===== src/rtl/alu_issue_stage_pkg.sv =====
// Shared constants and payload type for the ALU issue stage and the ALU behind it.
package alu_issue_stage_pkg;

    localparam logic [5:0] ALU_ADD  = 6'd0;
    localparam logic [5:0] ALU_SLL  = 6'd1;
    localparam logic [5:0] ALU_SLT  = 6'd2;
    localparam logic [5:0] ALU_SLTU = 6'd3;
    localparam logic [5:0] ALU_XOR  = 6'd4;
    localparam logic [5:0] ALU_SRL  = 6'd5;
    localparam logic [5:0] ALU_OR   = 6'd6;
    localparam logic [5:0] ALU_AND  = 6'd7;
    localparam logic [5:0] ALU_SRA  = 6'd8;
    localparam logic [5:0] ALU_SUB  = 6'd9;

    localparam logic [6:0] OPC_OP    = 7'b0110011;
    localparam logic [6:0] OPC_OPIMM = 7'b0010011;

    localparam logic [6:0] F7_BASE = 7'b0000000;
    localparam logic [6:0] F7_ALT  = 7'b0100000;

    typedef struct packed {
        logic [5:0]  alu_op;
        logic [31:0] rv1;
        logic [31:0] rv2;
        logic [4:0]  rd;
        logic        wr_en;
        logic        illegal;
    } issue_payload_t;

    function automatic logic [5:0] f3_to_op(input logic [2:0] funct3);
        logic [5:0] op;
        case (funct3)
            3'b000:  op = ALU_ADD;
            3'b001:  op = ALU_SLL;
            3'b010:  op = ALU_SLT;
            3'b011:  op = ALU_SLTU;
            3'b100:  op = ALU_XOR;
            3'b101:  op = ALU_SRL;
            3'b110:  op = ALU_OR;
            default: op = ALU_AND;
        endcase
        return op;
    endfunction

    function automatic logic is_shift(input logic [5:0] op);
        return (op == ALU_SLL) || (op == ALU_SRL) || (op == ALU_SRA);
    endfunction

endpackage


===== src/rtl/alu_issue_stage_skid_buffer.sv =====
// Two-entry valid/ready register pair: a main output register plus one skid entry,
// giving full throughput with a registered in_ready.
module skid_buffer #(
    parameter int W = 8
) (
    input  logic         clk,
    input  logic         reset,
    input  logic         in_valid,
    output logic         in_ready,
    input  logic [W-1:0] in_data,
    output logic         out_valid,
    input  logic         out_ready,
    output logic [W-1:0] out_data
);

    logic [W-1:0] data_p1;
    logic [W-1:0] skid_data;
    logic         vld_p1;
    logic         skid_vld;
    logic         in_rdy_q;
    logic         in_fire;
    logic         main_free;

    assign in_fire   = in_valid & in_rdy_q;
    assign main_free = !vld_p1 | out_ready;

    // in_rdy_q always mirrors !skid_vld, so a skid refill can never coincide with a drain
    always_ff @(posedge clk or posedge reset) begin
        if (reset) begin
            data_p1   <= '0;
            skid_data <= '0;
            vld_p1    <= 1'b0;
            skid_vld  <= 1'b0;
            in_rdy_q  <= 1'b1;
        end else if (main_free) begin
            if (skid_vld) begin
                data_p1  <= skid_data;
                vld_p1   <= 1'b1;
                skid_vld <= 1'b0;
                in_rdy_q <= 1'b1;
            end else begin
                vld_p1 <= in_fire;
                if (in_fire) data_p1 <= in_data;
            end
        end else if (in_fire) begin
            skid_data <= in_data;
            skid_vld  <= 1'b1;
            in_rdy_q  <= 1'b0;
        end
    end

    assign in_ready  = in_rdy_q;
    assign out_valid = vld_p1;
    assign out_data  = data_p1;

endmodule


===== src/rtl/alu_issue_stage.sv =====
// RV32I OP/OP-IMM decode and issue stage feeding the combinational ALU.
// Decode is combinational on the input side; the result is registered through a skid buffer.
module alu_issue_stage
    import alu_issue_stage_pkg::*;
#(
    parameter int XLEN  = 32,
    parameter int CNT_W = 16
) (
    input  logic             clk,
    input  logic             reset,
    input  logic             in_valid,
    output logic             in_ready,
    input  logic [31:0]      instr,
    input  logic [XLEN-1:0]  rs1_data,
    input  logic [XLEN-1:0]  rs2_data,
    output logic             out_valid,
    input  logic             out_ready,
    output logic [5:0]       alu_op,
    output logic [XLEN-1:0]  alu_rv1,
    output logic [XLEN-1:0]  alu_rv2,
    output logic [4:0]       rd,
    output logic             wr_en,
    output logic             illegal,
    output logic [CNT_W-1:0] issue_cnt
);

    function automatic logic [CNT_W-1:0] sat_inc(input logic [CNT_W-1:0] v);
        return (&v) ? v : v + 1'b1;
    endfunction

    logic [6:0]             opcode;
    logic [2:0]             funct3;
    logic [6:0]             funct7;
    logic signed [XLEN-1:0] imm_sext;
    logic [5:0]             rr_op;
    logic                   rr_ill;
    logic [5:0]             dec_op;
    logic [XLEN-1:0]        dec_rv2;
    logic                   dec_ill;
    logic                   unused_rs1_idx;
    issue_payload_t         payload_p0;
    issue_payload_t         payload_p1;

    assign opcode         = instr[6:0];
    assign funct3         = instr[14:12];
    assign funct7         = instr[31:25];
    assign imm_sext       = XLEN'($signed(instr[31:20]));
    assign unused_rs1_idx = ^instr[19:15];

    // funct7 legality shared by register ops and immediate shifts
    always_comb begin
        rr_op  = ALU_ADD;
        rr_ill = 1'b0;
        if (funct7 == F7_BASE)
            rr_op = f3_to_op(funct3);
        else if (funct7 == F7_ALT && funct3 == 3'b000)
            rr_op = ALU_SUB;
        else if (funct7 == F7_ALT && funct3 == 3'b101)
            rr_op = ALU_SRA;
        else
            rr_ill = 1'b1;
    end

    always_comb begin
        dec_op  = ALU_ADD;
        dec_ill = 1'b0;
        dec_rv2 = rs2_data;
        case (opcode)
            OPC_OP: begin
                dec_op  = rr_op;
                dec_ill = rr_ill;
            end
            OPC_OPIMM: begin
                if (funct3 == 3'b001 || funct3 == 3'b101) begin
                    dec_rv2 = {{(XLEN-5){1'b0}}, instr[24:20]};
                    dec_op  = rr_op;
                    dec_ill = rr_ill;
                end else begin
                    dec_rv2 = imm_sext;
                    dec_op  = f3_to_op(funct3);
                end
            end
            default: dec_ill = 1'b1;
        endcase
        if (is_shift(dec_op)) dec_rv2[XLEN-1:5] = '0;
        if (dec_ill) dec_op = ALU_ADD;
    end

    assign payload_p0.alu_op  = dec_op;
    assign payload_p0.rv1     = rs1_data;
    assign payload_p0.rv2     = dec_rv2;
    assign payload_p0.rd      = instr[11:7];
    assign payload_p0.wr_en   = !dec_ill && (instr[11:7] != 5'd0);
    assign payload_p0.illegal = dec_ill;

    // ---- stage boundary: decoded payload registered in the skid pair ----
    skid_buffer #(
        .W($bits(issue_payload_t))
    ) u_skid (
        .clk       (clk),
        .reset     (reset),
        .in_valid  (in_valid),
        .in_ready  (in_ready),
        .in_data   (payload_p0),
        .out_valid (out_valid),
        .out_ready (out_ready),
        .out_data  (payload_p1)
    );

    always_ff @(posedge clk or posedge reset) begin
        if (reset)
            issue_cnt <= '0;
        else if (out_valid && out_ready)
            issue_cnt <= sat_inc(issue_cnt);
    end

    assign alu_op  = payload_p1.alu_op;
    assign alu_rv1 = payload_p1.rv1;
    assign alu_rv2 = payload_p1.rv2;
    assign rd      = payload_p1.rd;
    assign wr_en   = payload_p1.wr_en;
    assign illegal = payload_p1.illegal;

endmodule


===== config.mk =====
export PLATFORM = sky130hd
export DESIGN_NAME = alu_issue_stage
export DESIGN_NICKNAME = d
export VERILOG_FILES = /design/src/rtl/alu_issue_stage_pkg.sv /design/src/rtl/alu_issue_stage_skid_buffer.sv /design/src/rtl/alu_issue_stage.sv
export SDC_FILE = /design/constraint.sdc
export NUM_CORES = 1
export LEC_CHECK = 0
export ABC_AREA = 1
export BUFFER_PORTS_ARGS = -buffer_cell sky130_fd_sc_hd__buf_4
export CORE_UTILIZATION = 40
export DETAILED_ROUTE_END_ITERATION = 6
export PLACE_DENSITY = 0.66
export REMOVE_ABC_BUFFERS = 1
export SLEW_MARGIN = 0
export SYNTH_ARGS = -nofsm -noshare
export SYNTH_HDL_FRONTEND = slang
export SYNTH_SLANG_ARGS = --single-unit

===== constraint.sdc =====
create_clock -name clk -period 6 [get_ports clk]
set_clock_uncertainty 0.2 [all_clocks]
set_input_delay 0.3 -clock clk [delete_from_list [all_inputs] [get_ports clk]]
set_output_delay 0.3 -clock clk [all_outputs]
set_load 0.05 [all_outputs]

Word level (Yosys, flattened, before mapping)

Cells that the tools add are included.
W data, S select, Z words.

Add/subtract/negate cells: 1
Equal/unequal tests: 13
Mux-type cells: 23
Bitwise operators: 4
Reductions and logical operators: 19

Operator list:

| operator                | count |
|---|---|
| $mux W77                | 2 |
| $mux W32                | 2 |
| $mux W27                | 1 |
| $pmux W3 S7             | 1 |
| $add A16 B1 Y16 const B | 1 |
| $reduce_and A16 Y1      | 1 |
| $eq A7 B6 Y1 const B    | 2 |
| $mux W4                 | 3 |
| $mux W6                 | 2 |
| $pmux W6 S2             | 1 |
| $mux W1                 | 10 |
| $eq A3 B3 Y1 const B    | 3 |
| $reduce_and A2 Y1       | 4 |
| $eq A7 B5 Y1 const B    | 1 |
| $logic_not A7 Y1        | 1 |
| $eq A3 B2 Y1 const B    | 2 |
| $eq A6 B1 Y1 const B    | 1 |
| $eq A6 B3 Y1 const B    | 1 |
| $eq A6 B4 Y1 const B    | 1 |
| $reduce_bool A5 Y1      | 1 |
| $logic_and A1 B1 Y1     | 4 |
| $reduce_bool A2 Y1      | 2 |
| $eq A3 B1 Y1 const B    | 1 |
| $logic_not A3 Y1        | 1 |
| 7 further kinds         | 11 |

Register bits after elaboration: 173
Bits of input ports: 100
Logic and storage cells: 66

Depth between registers and ports, before layout

Gate-level depths: netlist of run 1.

Depth after elaboration: 13
Mapped depth: 14
Gate-level depth less buffers: 13

By module

From an unflattened synthesis of run 1, not the netlist that was laid out.

Cell total of the unflattened synthesis: 1,199
Area, all modules: 8,787.2 um^2

Modules (own cells, without submodules):

| module          | times used | cells each | area an instance (um^2) |
|---|---|---|---|
| skid_buffer     | 1          | 921        | 6,972.9 |
| alu_issue_stage | 1          | 278        | 1,814.2 |

Worst setup path before layout of run 1

No wires, ideal clock.

Kind: register to register
Start: register issue_cnt[0]
End: register issue_cnt[13]
Setup time: 0.142 ns
Data arrival time: 1.965 ns
Data required time: 5.658 ns
Path slack: 3.693 ns
Stages on the path, launching flop included: 11
Path buffers: 0
Clock period less this slack: 2.307 ns
Cells stage by stage: dfrtp_1 > ha_1 > nand3_1 > nor2_1 > nand3_1 > nand2_1 > nor2_1 > nand2_1 > nor3_1 > nand2_1 > xnor2_1

Longest elaborated chain between the ends: 3

Ends and longest elaborated chain:

| element                                                                 | line                   | RTL |
|---|---|---|
| start, declared                                                         | alu_issue_stage.sv:24  | `output logic [CNT_W-1:0] issue_cnt` |
| start signal, assigned                                                  | alu_issue_stage.sv:114 | `issue_cnt <= sat_inc(issue_cnt);` |
| parallel branches: the longest is 3 deep, another holds $add A16 B1 Y16 | n/a                    |  |

Several ways; the timed one is not identified.
A chain may end at the register's enable or synchronous reset.

Worst setup path after layout of run 1

Start: input port out_ready
End: register u_skid.skid_data[72]

Longest elaborated chain between the ends: 3

Ends and longest elaborated chain:

| element                     | line                              | RTL |
|---|---|---|
| start, declared             | alu_issue_stage.sv:17             | `input logic out_ready,` |
| $or A1 B1 Y1                | alu_issue_stage_skid_buffer.sv:25 | `assign main_free = !vld_p1 \| out_ready;` |
| $not A1 Y1 (no line)        | n/a                               |  |
| $reduce_and A2 Y1 (no line) | n/a                               |  |
| end signal, assigned        | alu_issue_stage_skid_buffer.sv:46 | `skid_data <= in_data;` |
| end, declared               | alu_issue_stage_skid_buffer.sv:17 | `logic [W-1:0] skid_data;` |

No other way between the ends.

==> impl_metrics.yaml, run 1 <==
yosys:
  async_flop_share: 1.00
  synth-seq-cells: 169
  syn_area_per_cell_um2: 8.00
  netlist_area_um2: 7910
  syn_inst: 989
  yosys_warnings: 0
  synth-seq-area-share: 0.535
  synth_cell_types: 36
  synth-edff-count: 0
  synth-main-ff-cell: "dfrtp_1"
power_and_ir_drop:
  p_int_mw: 3.01
  p_leak_nw: 5.55
  netSwitchingPower_mw: 2.45
  vdd_drop_max_mv: 0.286
  power_frac_comb: 0.438
  p_sw_frac: 0.448
  clkPwrFrac: 0.208
  p_per_area_nw_per_um2: 518
  p_seq_frac: 0.353
timing:
  relSlewSlack: 0.253
  finalCriticalPeriod_ns: 3.00
  slew_violations: 0
  holdWs_ns: 0.0145
  tightestPinTransition_ns: 1.12
  grt_setup_unrepaired: "false"
  hold_viol_final: 0
  clock.fmax_mhz: 333
  fin_tns_setup_ns: 0
  min_period_over_period: 0.500
  setup_viol: 0
run_status:
  outcome: "completed"
drt:
  ant_nets: 0
  wl_um: 20400
  drt_iter0_markers: 369
  routedWlPerCell_um: 13.9
  dr.pass1.iters: 5
  viasPerCell: 4.80
  vias: 7044
  drc: 0
clock_network:
  insertion_delay_ns: 0.43
  clkSinkCount: 169
  h-tree-depth: 4
  cts_made_buffers: 17
  post_cts_resized: 0
  cts_tree: "done"
  root_buffer: "clkbuf_16"
  clkTransAtPathRegs_ns: 0.07
  cts_buffer_depth: 2
setup_path:
  worst_r2r_path_depth: 5
  critPathLaunchType: "primary input"
  timing.rr.end: "u_skid.skid_data[72]"
  end_kind: "flip-flop"
  crit_path_max_fanout: 114
  timing.rr.start: "u_skid.in_ready"
  critical_path_class: "primary input to flip-flop"
  rrSetupSlack_ns: 3.07
  startpoint: "out_ready"
  cp_data_required_time_ns: 6.06
  worstPathArrival_ns: 3.06
die:
  fp.dieW_um: 143
  fp.coreArea_um2: 19400
  num_io_pins: 195
  dieArea_um2: 20300
  start_util: 0.408
  die_y_um: 143
  fp-row-count: 51
min_path:
  whs_endpoint: "u_skid.skid_data[10]"
  whs_path_depth: 3
  worstHoldStart: "instr[23]"
  hold_path.class: "primary input to flip-flop"
layout:
  drive_gt1_frac: 0.236
  num_antenna_cells: 0
  nFillCells: 1889
  finalNetCount: 1291
  mostFrequentLayoutCell: "nand2_1"
  final_cell_mix: "nand2_1 (388), buf_4 (194), dfrtp_1 (167), nor2_1 (114), dlygate4sd3_1 (44)"
  syn2layout_area_growth_pct: 33.2
placed_design:
  gp_congestion: 0.813
  hpwl_um: 12500
  place.port_buffers: 187
flow_run:
  drv_cap: 0
global_routing:
  grt_overflow: 0
  antenna_found_initial: 0
  grt_pass1_vias: 6623
  gr-usage-all-layers: 0.210
  grt_pass1_wl_um: 33400
  grt_start_max_net_pins: 115
## through the flow
| step | instance area (um^2) | std cells | power [mW] | worst slack (ns) | utilization |
|---|---|---|---|---|---|
| 6_report | 10500 | 1468 | 5.46 | 3.00 | 0.543 |
| 5_1_grt | 10500 | 1468 | 5.80 | 2.77 | 0.543 |
| 4_1_cts | 10500 | 1468 | 5.52 | 3.02 | 0.543 |
| 3_5_place_dp | 9480 | 1392 | 4.34 | 3.06 | 0.489 |
| 3_3_place_gp | 9480 | 1392 | 4.29 | 3.10 | 0.489 |
| 2_1_floorplan | 7670 | 933 | 3.56 | 0.870 | - |
## metal layers
metal,GRT usage,vias to the layer above,share of wire
li1,-,3530,-
met1,0.283,3330,0.46
met2,0.335,150,0.47
met3,0.0379,34,0.039
met4,0.0792,0,0.022
met5,0,-,0
## state kept, by name, summed over array words and instances (netlist names)
signal            count
u_skid.skid_vld       1
issue_cnt            16
u_skid.skid_data     75
u_skid.in_ready       1
u_skid.out_data      75
u_skid.out_valid      1
## timing repair
| action | CTS | global route |
|---|---|---|
| setup buffers | 0 | 0 |
| hold endpoints to repair | 121 | 0 |
| hold buffers | 44 | 0 |
## power groups by stage
stage               combinational [mW]  sequential, mW  clock [mW]
finish                            2.39            1.93        1.14
global route                      2.59            1.99        1.22
detailed placement                2.39            1.94           0
floorplan                        0.726            2.84           0
global placement                  2.36            1.93           0
CTS                               2.42            1.93        1.17
## layout make-up
class / count / area [um^2] / area share
clock buffer: 19 / 453 / 0.0430
clock inverter: 13 / 159 / 0.0151
inverter: 43 / 170 / 0.0162
multi-input combinational: 721 / 3290 / 0.313
sequential: 169 / 4230 / 0.402
tap: 265 / 332 / 0.0315
timing repair buffer: 238 / 1900 / 0.180
## worst max-delay path by stage
stage / end / slack [ns] / cells after the start
6_report: u_skid.skid_data[72] / 3.00 / 8
5_1_grt: u_skid.skid_data[11] / 2.77 / 8
4_1_cts: u_skid.skid_data[72] / 3.02 / 8
3_5_place_dp: u_skid.skid_data[5] / 3.06 / 4
3_3_place_gp: u_skid.skid_data[72] / 3.10 / 5
2_1_floorplan: u_skid.out_data[1] / 0.87 / 6
## cells in the mapped netlist, types with 4 or more instances
cell type	count	area, um^2
nand2_1	389	1460
a31oi_1	37	231
nor2_1	115	432
buf_1	5	18.8
or2_2	21	131
mux2i_1	5	50.1
clkbuf_1	42	158
nand3_2	15	150
inv_1	36	135
o21a_1	5	37.5
o21ai_1	27	135
inv_2	7	26.3
xor2_1	9	78.8
dfrtp_1	168	4200
buf_2	6	30.0
nand3_1	20	100
o21ai_0	30	150
o31ai_1	5	37.5
a21oi_1	19	95.1
xnor2_1	4	35.0
## worst max-delay path: stages
cell	delay, ns
dlygate4sd3_1	0.56
buf_4	0.14
nor2_1	0.12
inv_2	0.09
nor2_4	0.80
inv_4	0.66
nand2_1	0.20
o21ai_0	0.10
## logic make-up (layout without fill, tap and decap cells)
family	count (synthesis)	in the layout	synth area share
adder cells (fa/ha/maj)	1	1	0.00158
AND/OR/NAND/NOR	575	575	0.302
AO/OA/AOI/OAI	125	125	0.0890
XOR/XNOR	13	13	0.0144
flip-flops	169	169	0.535
multiplexers	5	5	0.00633
buffers and inverters	100	313	0.0512
other	1	2	0.000474
(Power assumes the default switching activity.)
==> run 2: changes to the inputs <==
==> constraint.sdc (replaced) <==
create_clock -name clk -period 2.95 [get_ports clk]
set_clock_uncertainty 0.2 [all_clocks]
set_input_delay 0.1475 -clock clk [delete_from_list [all_inputs] [get_ports clk]]
set_output_delay 0.1475 -clock clk [all_outputs]
set_load 0.05 [all_outputs]
==> impl_metrics.yaml, run 2 (synthesized netlist as in run 1, its figures left out) <==
power_and_ir_drop:
  p_int_mw: 6.19
  netSwitchingPower_mw: 4.94
  p_leak_nw: 5.77
  p_per_area_nw_per_um2: 1010
  vdd_drop_max_mv: 0.534
  power_frac_comb: 0.446
  p_sw_frac: 0.444
  power.total_mw: 11.1
  clkPwrFrac: 0.203
  p_seq_frac: 0.352
setup_path:
  critPathLaunchType: "primary input"
  cpPeakStageDelay_ns: 0.74
  path_cells: "dlygate4sd3_1 -> buf_4 -> nand2_1 -> inv_2 -> o21ai_2 -> buf_4 -> nand3_1 -> o21ai_0"
  crit_path_max_fanout: 14
  path_buf_inv: 4
  end_kind: "flip-flop"
  crit_path_frequent_cell: "buf_4"
  cp_data_required_time_ns: 3.08
  critical_path.top_delay_family: "buffers and inverters"
  worstPathArrival_ns: 2.43
  slowest_stage: "o21ai_2"
  critical_path_class: "primary input to flip-flop"
clock_network:
  root_buffer: "clkbuf_16"
  clkSinkCount: 169
  cts_setup_buffers: 0
  insertion_delay_ns: 0.42
  cts_tree: "done"
  clkTransAtPathRegs_ns: 0.06
  cts_buffer_depth: 2
  h-tree-depth: 4
  cts_made_buffers: 17
layout:
  nFillCells: 1785
  multiInputGateArea_um2: 3290
  syn2layout_area_growth_pct: 39.6
  num_antenna_cells: 0
  final_cell_mix: "nand2_1 (388), buf_4 (193), dfrtp_1 (167), nor2_1 (114), dlygate4sd3_1 (87)"
  seqCellArea_um2: 4230
  mostFrequentLayoutCell: "nand2_1"
  final_cell_count_no_fill: 1515
  drive_gt1_frac: 0.230
  finalNetCount: 1338
die:
  dieArea_um2: 20300
  die_y_um: 143
  fp.coreArea_um2: 19400
  num_io_pins: 195
  start_util: 0.408
  fp.dieW_um: 143
  fp-row-count: 51
timing:
  finalCriticalPeriod_ns: 2.31
  grt_setup_unrepaired: "false"
  min_period_over_period: 0.782
  tightestPinTransition_ns: 0.947
  relSlewSlack: 0.369
  hold_viol_final: 0
  slew_violations: 0
  setup_viol: 0
  clock.fmax_mhz: 434
drt:
  routedWlPerCell_um: 13.6
  wl_um: 20600
  vias: 7206
  drc: 0
  viasPerCell: 4.76
  dr.pass1.iters: 5
  drt_iter0_markers: 405
  ant_nets: 0
min_path:
  hold_path.class: "primary input to flip-flop"
global_routing:
  antenna_found_initial: 0
  grt_pass1_wl_um: 33600
  grt_start_max_net_pins: 100
  gr-usage-all-layers: 0.209
  grt_pass1_vias: 6865
  grt_overflow: 0
placed_design:
  place_inst: 1396
  gp_congestion: 0.839
  place.port_buffers: 187
  hpwl_um: 12600
flow_run:
  drv_cap: 0
run_status:
  outcome: "completed"
run 2: cell type report:
class | instances | share of cell area
clock buffer | 20 | 0.0414
clock inverter | 12 | 0.0126
inverter | 43 | 0.0154
multi-input combinational | 721 | 0.298
sequential | 169 | 0.383
tap | 265 | 0.0300
timing repair buffer | 285 | 0.219
run 2: metrics by stage:
| stage | TNS, ns | setup slack [ns] | hold slack, ns | util | cell area [um^2] |
|---|---|---|---|---|---|
| after floorplan | -539.35 | -2.18 | 0.0641 | - | 7670 |
| after global placement | 0 | 0.755 | 0.104 | 0.494 | 9580 |
| after detailed placement | 0 | 0.709 | 0.0982 | 0.494 | 9580 |
| after CTS | 0 | 0.676 | 0.0176 | 0.569 | 11000 |
| after global routing | 0 | 0.458 | 0.0659 | 0.569 | 11000 |
| final | 0 | 0.644 | 0.0239 | 0.569 | 11000 |
run 2: power groups by stage:
| stage | clock network, mW | registers [mW] | logic (mW) |
|---|---|---|---|
| floorplan | 0 | 5.77 | 1.48 |
| global placement | 0 | 3.91 | 4.84 |
| detailed placement | 0 | 3.94 | 4.90 |
| CTS | 2.32 | 3.91 | 5.00 |
| global route | 2.41 | 4.04 | 5.36 |
| finish | 2.26 | 3.91 | 4.96 |
run 2: layer usage:
layer	global-route usage	share of wire
met1	0.282	0.47
met2	0.337	0.48
met3	0.0443	0.035
met4	0.0668	0.014
met5	0	0
run 2: worst paths after layout:
path | start | end | slack (ns) | depth (start not counted)
min in group asynchronous | reset | u_skid.out_data[26] | 0.19 | 3
setup reg to reg | issue_cnt[0] | issue_cnt[13] | 0.70 | 10
setup / recovery | instr[12] | u_skid.skid_data[21] | 0.64 | 8
hold / removal | rs2_data[0] | u_skid.out_data[7] | 0.02 | 4
max in group asynchronous | reset | u_skid.in_ready | 1.59 | 4
hold reg to reg | u_skid.skid_data[43] | u_skid.skid_data[43] | 0.27 | 2
run 2: worst reg2reg max path, stage by stage (launching register included):
cell and delay (ns):
dfrtp_1 0.42, ha_1 0.24, nand3_1 0.10, nor2_1 0.07, nand3_1 0.06, nand2_1 0.21
nor2_1 0.23, nand2_1 0.13, nor3_1 0.22, nand2_1 0.10, xnor2_1 0.13
run 2: what timing repair did:
item | 4_1_cts | 5_1_grt
hold buffers | 87 | 0
endpoints found under the hold margin | 212 | 0
resized for setup | 0 | 0
==> run 3: changes to the inputs <==
--- a/config.mk
+++ b/config.mk
@@ -9,7 +9,7 @@
 export BUFFER_PORTS_ARGS = -buffer_cell sky130_fd_sc_hd__buf_4
 export CORE_UTILIZATION = 40
 export DETAILED_ROUTE_END_ITERATION = 6
-export PLACE_DENSITY = 0.66
+export PLACE_DENSITY = 0.68
 export REMOVE_ABC_BUFFERS = 1
 export SLEW_MARGIN = 0
 export SYNTH_ARGS = -nofsm -noshare
==> constraint.sdc (replaced) <==
create_clock -name clk -period 1.9 [get_ports clk]
set_clock_uncertainty 0.2 [all_clocks]
set_input_delay 0.095 -clock clk [delete_from_list [all_inputs] [get_ports clk]]
set_output_delay 0.095 -clock clk [all_outputs]
set_load 0.05 [all_outputs]
==> impl_metrics.yaml, run 3 (synthesized netlist as in run 1, its figures left out) <==
setup_path:
  critical_path.top_delay_family: "simple AND/OR/NAND/NOR gates"
  path_depth: 9
  crit_path_frequent_cell: "nand2_2"
  critPathLaunchType: "flip-flop"
  rrSetupSlack_ns: 0.10
  path_cells: "inv_1 -> nor3_1 -> nand3_1 -> nand2_2 -> buf_6 -> nor2_4 -> nand2_2 -> buf_4 -> xor2_1"
  end_kind: "flip-flop"
  slowest_stage: "dfrtp_1"
  timing.rr.start: "issue_cnt[12]"
  critical_path_class: "flip-flop to flip-flop"
  path_buf_inv: 3
  cpPeakStageDelay_ns: 0.42
  cp_data_required_time_ns: 2.05
  crit_path_max_fanout: 6
  timing.rr.end: "issue_cnt[4]"
  worst_r2r_path_depth: 9
  worstPathArrival_ns: 1.94
power_and_ir_drop:
  p_seq_frac: 0.343
  p_sw_frac: 0.443
  power_frac_comb: 0.451
  clkPwrFrac: 0.206
  p_per_area_nw_per_um2: 1550
  netSwitchingPower_mw: 7.84
  vdd_drop_max_mv: 0.857
  p_int_mw: 9.85
  p_leak_nw: 5.92
layout:
  fin_util: 0.587
  final_cell_mix: "nand2_1 (385), buf_4 (205), dfrtp_1 (165), nor2_1 (110), dlygate4sd3_1 (89)"
  syn2layout_area_growth_pct: 43.9
  num_antenna_cells: 0
  design_area_um2: 11400
  nFillCells: 1776
  finalNetCount: 1360
  drive_gt1_frac: 0.252
  mostFrequentLayoutCell: "nand2_1"
placed_design:
  place.port_buffers: 187
  hpwl_um: 12900
  gp_congestion: 0.824
  post_dp_cell_area_um2: 9810
clock_network:
  cts_made_buffers: 17
  cts_buffer_depth: 2
  cts_tree: "done"
  h-tree-depth: 4
  clkSinkCount: 169
  cts_setup_buffers: 0
  insertion_delay_ns: 0.42
  root_buffer: "clkbuf_16"
  clkTransAtPathRegs_ns: 0.07
drt:
  dr.pass1.iters: 5
  drc: 0
  viasPerCell: 4.80
  drt_iter0_markers: 445
  vias: 7376
  routedWlPerCell_um: 13.9
  wl_um: 21300
  ant_nets: 0
min_path:
  hold_path.class: "primary input to asynchronous set/reset pin"
timing:
  relSlewSlack: 0.583
  fin_tns_setup_ns: 0
  tightestPinTransition_ns: 0.626
  finalCriticalPeriod_ns: 1.80
  clock.fmax_mhz: 557
  min_period_over_period: 0.945
  setup_viol: 0
  holdWs_ns: 0.0493
  hold_viol_final: 0
  slew_violations: 0
die:
  num_io_pins: 195
  fp-row-count: 51
  dieArea_um2: 20300
  fp.coreArea_um2: 19400
  start_util: 0.408
  fp.dieW_um: 143
  die_y_um: 143
global_routing:
  grt_pass1_wl_um: 34200
  grt_overflow: 0
  grt_pass1_vias: 6851
  antenna_found_initial: 0
  grt_start_max_net_pins: 100
  gr-usage-all-layers: 0.214
run_status:
  outcome: "completed"
flow_run:
  drv_cap: 0
==> run 3: power by group through the flow <==
stage / Sequential (mW) / Combinational (mW) / Clock [mW]
2_1_floorplan: 8.97 / 2.29 / 0
3_3_place_gp: 6.05 / 7.71 / 0
3_5_place_dp: 6.08 / 7.82 / 0
4_1_cts: 6.04 / 7.98 / 3.71
5_1_grt: 6.25 / 8.58 / 3.89
6_report: 6.07 / 7.98 / 3.64
==> run 3: repair_timing <==
item                                   in CTS  in global routing
gates cloned                                0                  0
endpoints found under the hold margin     319                  0
gates resized for setup                     4                 14
pin swaps                                   0                  3
setup endpoints to repair                   5                 11
hold buffers                               89                  0
==> run 3: how the worst max path moves through the flow <==
stage / endpoint / start / slack [ns]
after detailed placement: issue_cnt[14] / issue_cnt[0] / -0.06
final: issue_cnt[4] / issue_cnt[12] / 0.10
after global routing: issue_cnt[2] / issue_cnt[12] / -0.01
after floorplan: u_skid.out_data[1] / u_skid.skid_vld / -3.23
after CTS: issue_cnt[13] / issue_cnt[0] / 0.003
after global placement: issue_cnt[14] / issue_cnt[0] / -0.004
==> run 3: layer usage <==
metal  track usage  share of wire
met4        0.0617          0.016
met1         0.295           0.45
met5             0              0
met2         0.342           0.49
met3        0.0402          0.047
==> run 3: layout make-up <==
cell class                      instances  area, um^2  share of cell area
Sequential cell                       169        4230               0.372
Multi-Input combinational cell        721        3350               0.294
Timing Repair Buffer                  307        2680               0.236
Clock buffer                           17         425              0.0374
Tap cell                              265         332              0.0291
Clock inverter                         15         189              0.0166
Inverter                               43         173              0.0152
==> run 3: metrics by stage <==
stage	total power, mW	setup WS, ns	cells
finish	17.7	0.105	1537
CTS	17.7	0.00345	1537
global placement	13.8	-0.00362	1416
detailed placement	13.9	-0.0602	1416
global route	18.7	-0.0132	1537
floorplan	11.3	-3.23	933
==> run 3: worst min-delay path, cell delays in order <==
cell           delay (ns)
dlygate4sd3_1        0.54
buf_4                0.15
inv_6                0.32
